`src/rtl/fp_addsub_pkg.sv`:
```
// Shared types and defaults for the floating-point add/subtract pipeline.
// Holds the operand field widths, the aligned-mantissa width and the operand classes.
package fp_addsub_pkg;

  localparam int unsigned EXP_W_DEF = 8;
  localparam int unsigned MAN_W_DEF = 23;

  // Aligned mantissa: hidden bit, fraction, then guard/round/sticky.
  function automatic int unsigned aligned_width(input int unsigned man_w);
    return man_w + 4;
  endfunction

  localparam int unsigned AW_DEF = aligned_width(MAN_W_DEF);

  typedef struct packed {
    logic                 sign;
    logic [EXP_W_DEF-1:0] exp_eff;
    logic [AW_DEF-1:0]    mant;
  } fp_unpacked_t;

  typedef enum logic [2:0] {
    CLS_NORM,
    CLS_DENORM,
    CLS_ZERO,
    CLS_INF,
    CLS_NAN
  } fp_class_e;

endpackage

```
`src/rtl/fpaddsub_align_shift.sv`:
```
// Right barrel shifter with sticky collapse into bit 0.
// Any one bit shifted out sets the sticky bit.
module fpaddsub_align_shift #(
  parameter int unsigned AW = 27,
  parameter int unsigned SW = 8
) (
  input  logic [AW-1:0] i_mant,
  input  logic [SW-1:0] i_shamt,
  output logic [AW-1:0] o_mant
);

  logic [AW-1:0] w_shifted;
  logic [AW-1:0] w_mask;
  logic          w_lost;

  always_comb begin
    w_shifted = i_mant >> i_shamt;
    w_mask    = ~({AW{1'b1}} << i_shamt);
    w_lost    = |(i_mant & w_mask);
    if (32'(i_shamt) >= AW) begin
      o_mant = {{(AW-1){1'b0}}, |i_mant};
    end else begin
      o_mant = {w_shifted[AW-1:1], w_shifted[0] | w_lost};
    end
  end

endmodule

```
`src/rtl/fpaddsub_prealign_pipe.sv`:
```
// Two-stage pre-alignment front end: unpack, classify, order by magnitude, then align
// the smaller mantissa with sticky. Valid/ready flow control on both sides.
module fpaddsub_prealign_pipe
  import fp_addsub_pkg::*;
#(
  parameter int unsigned EXP_W = EXP_W_DEF,
  parameter int unsigned MAN_W = MAN_W_DEF
) (
  input  logic                        i_clk,
  input  logic                        i_rst_n,
  input  logic                        i_in_valid,
  output logic                        o_in_ready,
  input  logic [EXP_W+MAN_W:0]        i_a,
  input  logic [EXP_W+MAN_W:0]        i_b,
  input  logic                        i_op,
  output logic                        o_out_valid,
  input  logic                        i_out_ready,
  output logic                        o_s_large,
  output logic                        o_eff_sub,
  output logic                        o_swap,
  output logic [EXP_W-1:0]            o_e_large,
  output logic [MAN_W+3:0]            o_m_large,
  output logic [MAN_W+3:0]            o_m_small,
  output logic                        o_is_nan,
  output logic                        o_is_inf,
  output logic                        o_is_zero
);

  localparam int unsigned AW = aligned_width(MAN_W);

  function automatic fp_class_e classify(input logic [EXP_W-1:0] e, input logic [MAN_W-1:0] f);
    if (&e) return (f != '0) ? CLS_NAN : CLS_INF;
    if (e == '0) return (f == '0) ? CLS_ZERO : CLS_DENORM;
    return CLS_NORM;
  endfunction

  logic [EXP_W-1:0] w_a_exp, w_b_exp, w_a_eexp, w_b_eexp, w_e_small, w_d;
  logic [MAN_W-1:0] w_a_frac, w_b_frac;
  logic [AW-1:0]    w_a_mant, w_b_mant, w_m_aligned;
  logic             w_swap, w_eff_sub, w_nan, w_inf, w_zero, w_ld1, w_ld2;
  fp_class_e        w_a_cls, w_b_cls;

  logic             r_v1, r_s_large1, r_eff_sub1, r_swap1, r_nan1, r_inf1, r_zero1;
  logic [EXP_W-1:0] r_e_large1, r_d1;
  logic [AW-1:0]    r_m_large1, r_m_small1;
  logic             r_v2;

  always_comb begin
    w_a_exp   = i_a[MAN_W +: EXP_W];
    w_b_exp   = i_b[MAN_W +: EXP_W];
    w_a_frac  = i_a[MAN_W-1:0];
    w_b_frac  = i_b[MAN_W-1:0];
    w_a_cls   = classify(w_a_exp, w_a_frac);
    w_b_cls   = classify(w_b_exp, w_b_frac);
    // Zero/denormal operands use effective exponent 1 with hidden bit 0.
    w_a_eexp  = (w_a_exp == '0) ? EXP_W'(1) : w_a_exp;
    w_b_eexp  = (w_b_exp == '0) ? EXP_W'(1) : w_b_exp;
    w_a_mant  = {(w_a_exp != '0), w_a_frac, 3'b000};
    w_b_mant  = {(w_b_exp != '0), w_b_frac, 3'b000};
    w_swap    = {w_b_exp, w_b_frac} > {w_a_exp, w_a_frac};
    w_e_small = w_swap ? w_a_eexp : w_b_eexp;
    w_d       = (w_swap ? w_b_eexp : w_a_eexp) - w_e_small;
    w_eff_sub = i_a[EXP_W+MAN_W] ^ i_b[EXP_W+MAN_W] ^ i_op;
    w_nan     = (w_a_cls == CLS_NAN) || (w_b_cls == CLS_NAN) ||
                ((w_a_cls == CLS_INF) && (w_b_cls == CLS_INF) && w_eff_sub);
    w_inf     = !w_nan && ((w_a_cls == CLS_INF) || (w_b_cls == CLS_INF));
    w_zero    = (w_a_cls == CLS_ZERO) && (w_b_cls == CLS_ZERO);
    w_ld2     = r_v1 && (!r_v2 || i_out_ready);
    w_ld1     = !r_v1 || w_ld2;
  end

  assign o_in_ready  = w_ld1;
  assign o_out_valid = r_v2;

  always_ff @(posedge i_clk) begin
    if (!i_rst_n) begin
      r_v1       <= 1'b0;
      r_s_large1 <= 1'b0;
      r_eff_sub1 <= 1'b0;
      r_swap1    <= 1'b0;
      r_nan1     <= 1'b0;
      r_inf1     <= 1'b0;
      r_zero1    <= 1'b0;
      r_e_large1 <= '0;
      r_d1       <= '0;
      r_m_large1 <= '0;
      r_m_small1 <= '0;
    end else if (w_ld1) begin
      r_v1 <= i_in_valid;
      if (i_in_valid) begin
        r_s_large1 <= w_swap ? (i_b[EXP_W+MAN_W] ^ i_op) : i_a[EXP_W+MAN_W];
        r_eff_sub1 <= w_eff_sub;
        r_swap1    <= w_swap;
        r_nan1     <= w_nan;
        r_inf1     <= w_inf;
        r_zero1    <= w_zero;
        r_e_large1 <= w_swap ? w_b_eexp : w_a_eexp;
        r_d1       <= w_d;
        r_m_large1 <= w_swap ? w_b_mant : w_a_mant;
        r_m_small1 <= w_swap ? w_a_mant : w_b_mant;
      end
    end
  end

  fpaddsub_align_shift #(
    .AW (AW),
    .SW (EXP_W)
  ) u_align_shift (
    .i_mant  (r_m_small1),
    .i_shamt (r_d1),
    .o_mant  (w_m_aligned)
  );

  always_ff @(posedge i_clk) begin
    if (!i_rst_n) begin
      r_v2        <= 1'b0;
      o_s_large   <= 1'b0;
      o_eff_sub   <= 1'b0;
      o_swap      <= 1'b0;
      o_e_large   <= '0;
      o_m_large   <= '0;
      o_m_small   <= '0;
      o_is_nan    <= 1'b0;
      o_is_inf    <= 1'b0;
      o_is_zero   <= 1'b0;
    end else if (w_ld2) begin
      r_v2        <= 1'b1;
      o_s_large   <= r_s_large1;
      o_eff_sub   <= r_eff_sub1;
      o_swap      <= r_swap1;
      o_e_large   <= r_e_large1;
      o_m_large   <= r_m_large1;
      o_m_small   <= w_m_aligned;
      o_is_nan    <= r_nan1;
      o_is_inf    <= r_inf1;
      o_is_zero   <= r_zero1 && !r_nan1 && !r_inf1;
    end else if (i_out_ready) begin
      r_v2 <= 1'b0;
    end
  end

endmodule

```
`config.mk`:
```
export PLATFORM = sky130hd
export DESIGN_NAME = fpaddsub_prealign_pipe
export DESIGN_NICKNAME = d
export VERILOG_FILES = /design/src/rtl/fp_addsub_pkg.sv /design/src/rtl/fpaddsub_align_shift.sv /design/src/rtl/fpaddsub_prealign_pipe.sv
export SDC_FILE = /design/constraint.sdc
export NUM_CORES = 1
export LEC_CHECK = 0
export ABC_AREA = 1
export BUFFER_PORTS_ARGS = -buffer_cell sky130_fd_sc_hd__buf_2
export CAP_MARGIN = 25
export CORE_UTILIZATION = 45
export DETAILED_ROUTE_END_ITERATION = 16
export PLACE_DENSITY_LB_ADDON = 0.12
export RECOVER_POWER = 25
export SKIP_LAST_GASP = 1
export SYNTH_ARGS = -nofsm -noshare
export SYNTH_HDL_FRONTEND = slang
export SYNTH_SLANG_ARGS = --single-unit
```
`constraint.sdc`:
```
create_clock -name i_clk -period 6.7 [get_ports i_clk]
set_clock_uncertainty 0.15 [all_clocks]
set_input_delay 1.34 -clock i_clk [delete_from_list [all_inputs] [get_ports i_clk]]
set_output_delay 1.34 -clock i_clk [all_outputs]
set_load 0.01 [all_outputs]
```
# Word level (Yosys, flattened, before mapping)
# Index checks and enable logic that the tools add are counted.
[word_totals]
regBits = 146
input_bits = 69
out_inout_bits = 70
elab_cells = 97
[op_classes]
add_sub_neg = 1
order_cmp = 2
n_eq_ne = 6
n_shift = 2
muxes = 28
n_bitwise = 6
n_reduce_logical = 31
[op_table]
columns = ["cell", "n"]
rows = [
  ["two-way mux 27 bit", 3],
  ["OR reduction 27 bit", 2],
  ["logical NOT 23 bit", 2],
  ["nonzero test 23 bit", 2],
  ["two-way mux 8 bit", 4],
  ["> comparator 31 bit", 1],
  ["two-way mux 3 bit", 10],
  ["AND 27 bit", 1],
  ["inverter 27 bit", 1],
  ["<< shifter 27 x 8 -> 27 bit, first input constant", 1],
  [">> shifter 27 x 8 -> 27 bit", 1],
  ["logical NOT 8 bit", 2],
  ["AND reduction 8 bit", 2],
  ["nonzero test 8 bit", 2],
  ["equality test 3 x 2 -> 1 bit, second input constant", 4],
  ["two-way mux 1 bit", 9],
  ["greater-or-equal comparator 8 x 5 -> 1 bit, second input constant", 1],
  ["subtractor 8 bit", 1],
  ["logical AND 1 bit", 7],
  ["equality test 3 bit, second input constant", 2],
  ["logical NOT 1 bit", 5],
  ["logical OR 1 bit", 5],
  ["two-way mux 2 bit", 2],
  ["bitwise XOR 1 bit", 3],
  ["other kinds (3)", 3],
]

# Logic depth before layout (Yosys ltp)
[depth]
word_depth = 12
depth_mapped = 24
ltp_nobuf = 23

# By module
# From an unflattened synthesis, not the netlist that was laid out.
[hier_totals]
cells_unflattened = 1459
hier_area_um2 = 8943.6
[by_module_without_submodules]
columns = ["module", "n_inst", "cells_per_inst", "area_each_um2"]
rows = [
  ["fpaddsub_prealign_pipe", 1, 1029, 6984.2],
  ["fpaddsub_align_shift", 1, 430, 1959.4],
]

# Worst setup path after synthesis
# Ideal clock, no wire load.
[synth_path]
path_type = "input-to-reg"
start = "input port i_a[14]"
end = "register r_d1[6]"
setup_time_ps = 115
t_arrival_ps = 4094
t_required_ps = 6435
slack_ps = 2341
path_stages = 21
cell_sequence = "inv_1 ha_1 nand2_1 nor2_1 nand4_1 nor3_1 nand3_2 nand2_4 buf_6 nand2_1 o21ai_0 inv_1 ha_1 fa_1 o21ai_0 a21oi_1 inv_1 a21oi_1 xnor2_1 o21ai_0 inv_1"
[synth_via]
elab_chain_len = 3
[synth_lines]
columns = ["element", "line", "source"]
rows = [
  ["start: declaration", "fpaddsub_prealign_pipe.sv:13", "input logic [EXP_W+MAN_W:0] i_a,"],
  ["> comparator 31 bit *", "fpaddsub_prealign_pipe.sv:60", "w_swap = {w_b_exp, w_b_frac} > {w_a_exp, w_a_frac};"],
  ["two-way mux 8 bit, on equally long branches", "fpaddsub_prealign_pipe.sv:62, fpaddsub_prealign_pipe.sv:61", ""],
  ["subtractor 8 bit *", "fpaddsub_prealign_pipe.sv:62", "w_d = (w_swap ? w_b_eexp : w_a_eexp) - w_e_small;"],
  ["end signal: assignment", "fpaddsub_prealign_pipe.sv:98", "r_d1 <= w_d;"],
  ["end: declaration", "fpaddsub_prealign_pipe.sv:44", "logic [EXP_W-1:0] r_e_large1, r_d1;"],
]
# Mark *: on every way between the ends. The rest lies on a longest branch, timed or not.
# A chain may end at the register's enable or synchronous reset.

# Worst setup path in the final report
[layout_path]
start = "input port i_a[22]"
end = "register r_d1[6]"
# Same word-level chain as after synthesis.

==> metrics.log <==
[metrics] status: complete, no violations
[metrics] data arrival time of the worst path: 4.78 ns
[metrics] slew at the pin closest to its max-slew limit: 0.919 ns
[metrics] final hold violation count: 0
[metrics] cell taking the most area after synthesis: dfxtp_1
[metrics] worst r2r src: r_d1[6]
[metrics] final worst-path setup slack: 2.09 ns
[metrics] Worst Reg-to-Reg Cells: 9
[metrics] post-synthesis instance area: 0.00882 mm2
[metrics] most frequently used flop master after synthesis: dfxtp_1
[metrics] number of instances in the synthesized netlist: 1379
[metrics] mean cell area of the mapped netlist: 6.40 um2
[metrics] buffer levels on the longest clock path: 2
[metrics] die outline area: 0.0202 mm2
[metrics] Final setup violation count: 0
[metrics] count of flip-flops with a built-in enable after synthesis: 0
[metrics] cts repair resizes: 0
[metrics] wire length of the first global-routing pass: 43500 um
[metrics] die span in x: 142 um
[metrics] Port-buffer cells: 135
[metrics] number of antenna violations at the first check in global routing: 0
[metrics] share of synthesized cell area in full adder, half adder and majority cells: 5.62%
[metrics] total routing resource utilization after global routing: 27.5%
[metrics] Crit Reg-Reg Endpoint: o_m_small[3]
[metrics] minimum period implied by the final worst setup slack: 4.61 ns
[metrics] Pwr Total: 2.61 mW
[metrics] share of Yosys cell area claimed by the top area cell type: 31.1%
[metrics] number of filler instances in the final layout: 1965
[metrics] combinational family with the most area after synthesis: simple AND/OR/NAND/NOR gates
[metrics] grt total ovfl: 0
[metrics] number of post-CTS setup repair buffers: 0
[metrics] placer's final routability congestion estimate: 0.932
[metrics] CP endpoint kind: register
[metrics] Area after DPL: 0.00940 mm2
[metrics] post-route worst hold slack: 0.311 ns
[metrics] kind of critical path: in -> reg
[metrics] H-Tree Depth: 4
[metrics] FF+latch count, synth: 137
[metrics] setup repair after global routing missed its margin: no
[metrics] WP data required: 6.87 ns
[metrics] maximum number of pins on one net before global-route repair: 76
[metrics] clock share of power: 36.2%
[metrics] Place WS: 1.67 ns
[metrics] CP endpoint: r_d1[6]
[metrics] most common cell after layout, fill and taps aside: nand2_1
[metrics] via count of the first global-routing pass: 8366
[metrics] Seq/Total Area, Yosys: 31.1%
[metrics] Clock Tree Root: clkbuf_16
[metrics] number of vias per cell after detailed routing: 5.39
[metrics] Max-Cap Viols: 0
[metrics] register clock-pin slew on the reported worst setup and hold paths: 0.07 ns
[metrics] area of the core: 0.0190 mm2
[metrics] fraction of the mapped netlist area in compound gates: 15.9%
[metrics] Slew headroom: 38.6%
[metrics] Total Wirelength: 27200 um
[metrics] clock tree from TritonCTS: yes
[metrics] crit-path max FO: 55
[metrics] number of CTS-inserted buffers: 17
[metrics] largest vdd supply drop: 171 uV
[metrics] XOR/XNOR Fraction of Synth Area: 0.894%
[metrics] Yosys warning count: 0
[metrics] most frequent cells in the layout: 334 x nand2_1, 201 x nand3_1, 137 x dfxtp_1, 134 x a21oi_1, 124 x nor2_1
[metrics] Switching Fraction: 37.0%
[metrics] Final Instance Area: 0.00993 mm2
[metrics] Tightest Hold Check Type: reg -> reg
[metrics] count of TritonRoute iterations in the first routing pass: 5
[metrics] Seq pwr share: 35.5%
[metrics] fraction of the mapped netlist area in simple logic gates: 35.1%
[metrics] layout overhead on the synthesized area: 12.6%
[metrics] setup slack on the worst flop-to-flop path: 4.07 ns
[metrics] HPWL after detailed placement: 19900 um
[metrics] DRC violations left: 0
[metrics] per-cell routed wire length: 15.7 um
[metrics] insertion delay of the later-clocked pin in the worst-skew pair: 0.42 ns
[metrics] Highest Clock Rate: 217 MHz
[metrics] violation count after the first detailed-routing iteration: 833
[metrics] total of hold buffers inserted after clock tree synthesis: 0
[metrics] final sum of negative setup slack: 0 ns
[metrics] Distinct cells, synth: 48
[metrics] proportion of synthesized area in mux cells: 0%
[metrics] floorplan row count: 50
[metrics] CP startpoint: i_a[22]
[metrics] number of primary I/O pins: 139
[metrics] vias: 9322
[metrics] net switching power: 0.965 mW
[metrics] total power divided by cell area: 263 mW/mm2
[metrics] ANT cells: 0
[metrics] initial core utilization: 46.5%
[metrics] max-slew violation total from the final report: 0
[metrics] static leakage: 4.59 nW
[metrics] number of nets with antenna violations after detailed routing: 0
[metrics] async set-or-reset flop fraction in the synthesized netlist: 0%
[metrics] fraction of layout instances using a drive strength above 1: 10.4%
[metrics] cells taking the most area after synthesis: dfxtp_1 31%, nand2_1 14%, nand3_1 11%
[metrics] final critical-path share of the clock period: 68.8%
[metrics] logic gate share of total power: 28.3%
[metrics] clock tree sinks: 137
[metrics] critical path launch point type: primary input
[metrics] Int Pwr: 1.65 mW
[metrics] die height: 142 um
[metrics] number of nets in the layout: 1565
worst min path at each step:
stage	start	depth (start not counted)	to	slack, ns
2_1_floorplan	r_e_large1[1]	2	o_e_large[1]	0.28
3_5_place_dp	r_m_large1[22]	2	r_m_large1[22]	0.30
4_1_cts	r_m_large1[22]	2	r_m_large1[22]	0.31
3_3_place_gp	r_e_large1[3]	2	o_e_large[3]	0.30
5_1_grt	r_m_large1[8]	2	r_m_large1[8]	0.33
6_report	r_e_large1[2]	2	o_e_large[2]	0.31
power by group through the flow:
stage               combinational [mW]  clock (mW)  sequential [mW]
floorplan                        0.549           0            0.937
global placement                 0.732           0            0.942
detailed placement               0.733           0            0.943
CTS                              0.737       0.962            0.925
global route                     0.831       0.995            0.933
finish                           0.740       0.946            0.926
layout make-up:
class	instances	area [um2]	area share, %
Clock buffer	17	425	4.28
Clock inverter	15	173	1.74
Inverter	125	470	4.74
Multi-Input combinational cell	1029	5090	51.3
Sequential cell	137	2740	27.6
Tap cell	260	325	3.28
Timing Repair Buffer	147	702	7.07
flip-flops by register name, indices dropped and copies added, names as in the netlist, 8 cells and up:
| register | cells |
|---|---|
| o_e_large | 8 |
| o_m_small | 27 |
| r_e_large1 | 8 |
| o_m_large | 24 |
| r_d1 | 8 |
| r_m_small1 | 24 |
| r_m_large1 | 24 |
logic make-up (layout without fill, tap and decap cells):
family                     Yosys count  count (layout)
AOI/OAI and AO/OA                  265             265
adders and majority gates           39              39
and+or+nand+nor                    713             713
xor gates and xnor gates             9               9
DFF                                137             137
other                                1               3
buffers and inverters              215             304
worst max-delay path, cell delays in order:
cell	delay (ns)
buf_2	0.07
inv_1	0.07
ha_1	0.31
nand2_2	0.08
nor3_2	0.27
nand3_1	0.13
nor3_2	0.13
nand2_1	0.09
nand2_2	0.09
buf_4	0.46
nand3_1	0.11
o21ai_0	0.11
inv_1	0.06
ha_1	0.21
fa_1	0.41
o21ai_0	0.29
a21oi_1	0.11
inv_1	0.06
a21oi_1	0.06
xnor2_1	0.12
o21ai_0	0.13
inv_1	0.05
synth_stat cells (2+ instances only):
cell      count
nor2_1      124
buf_1         5
or2_2         3
nor3_2        3
nand3_2       2
nand2_2       3
inv_1       119
buf_6        16
nor4_1        8
a22oi_1       6
xor2_1        5
o21a_1        3
nand4_1      22
buf_2        18
buf_4        12
nor2_2        2
o211ai_1     10
nor3_1        3
a21oi_1     134
nor2_4        2
ha_1         38
dfxtp_1     137
o21ai_0      85
nand2_1     336
clkbuf_1     38
o21ai_1      12
inv_2         4
o21bai_1      2
nand3_1     201
xnor2_1       4
a31oi_1       5
layer usage:
layer / vias up / GRT usage, % / part of all wire [%]
met1: 4238 / 39.5 / 47
met2: 336 / 42.6 / 45
met5: - / 0 / 0
li1: 4717 / - / -
met4: 0 / 8.26 / 1.8
met3: 31 / 3.53 / 5.9
per-stage QoR:
step                      instances  utilization, %
final                          1730            52.4
after global placement         1698            49.6
after global routing           1730            52.4
after floorplan                1381               -
after CTS                      1730            52.7
after detailed placement       1698            49.6
(Power assumes the default switching activity.)
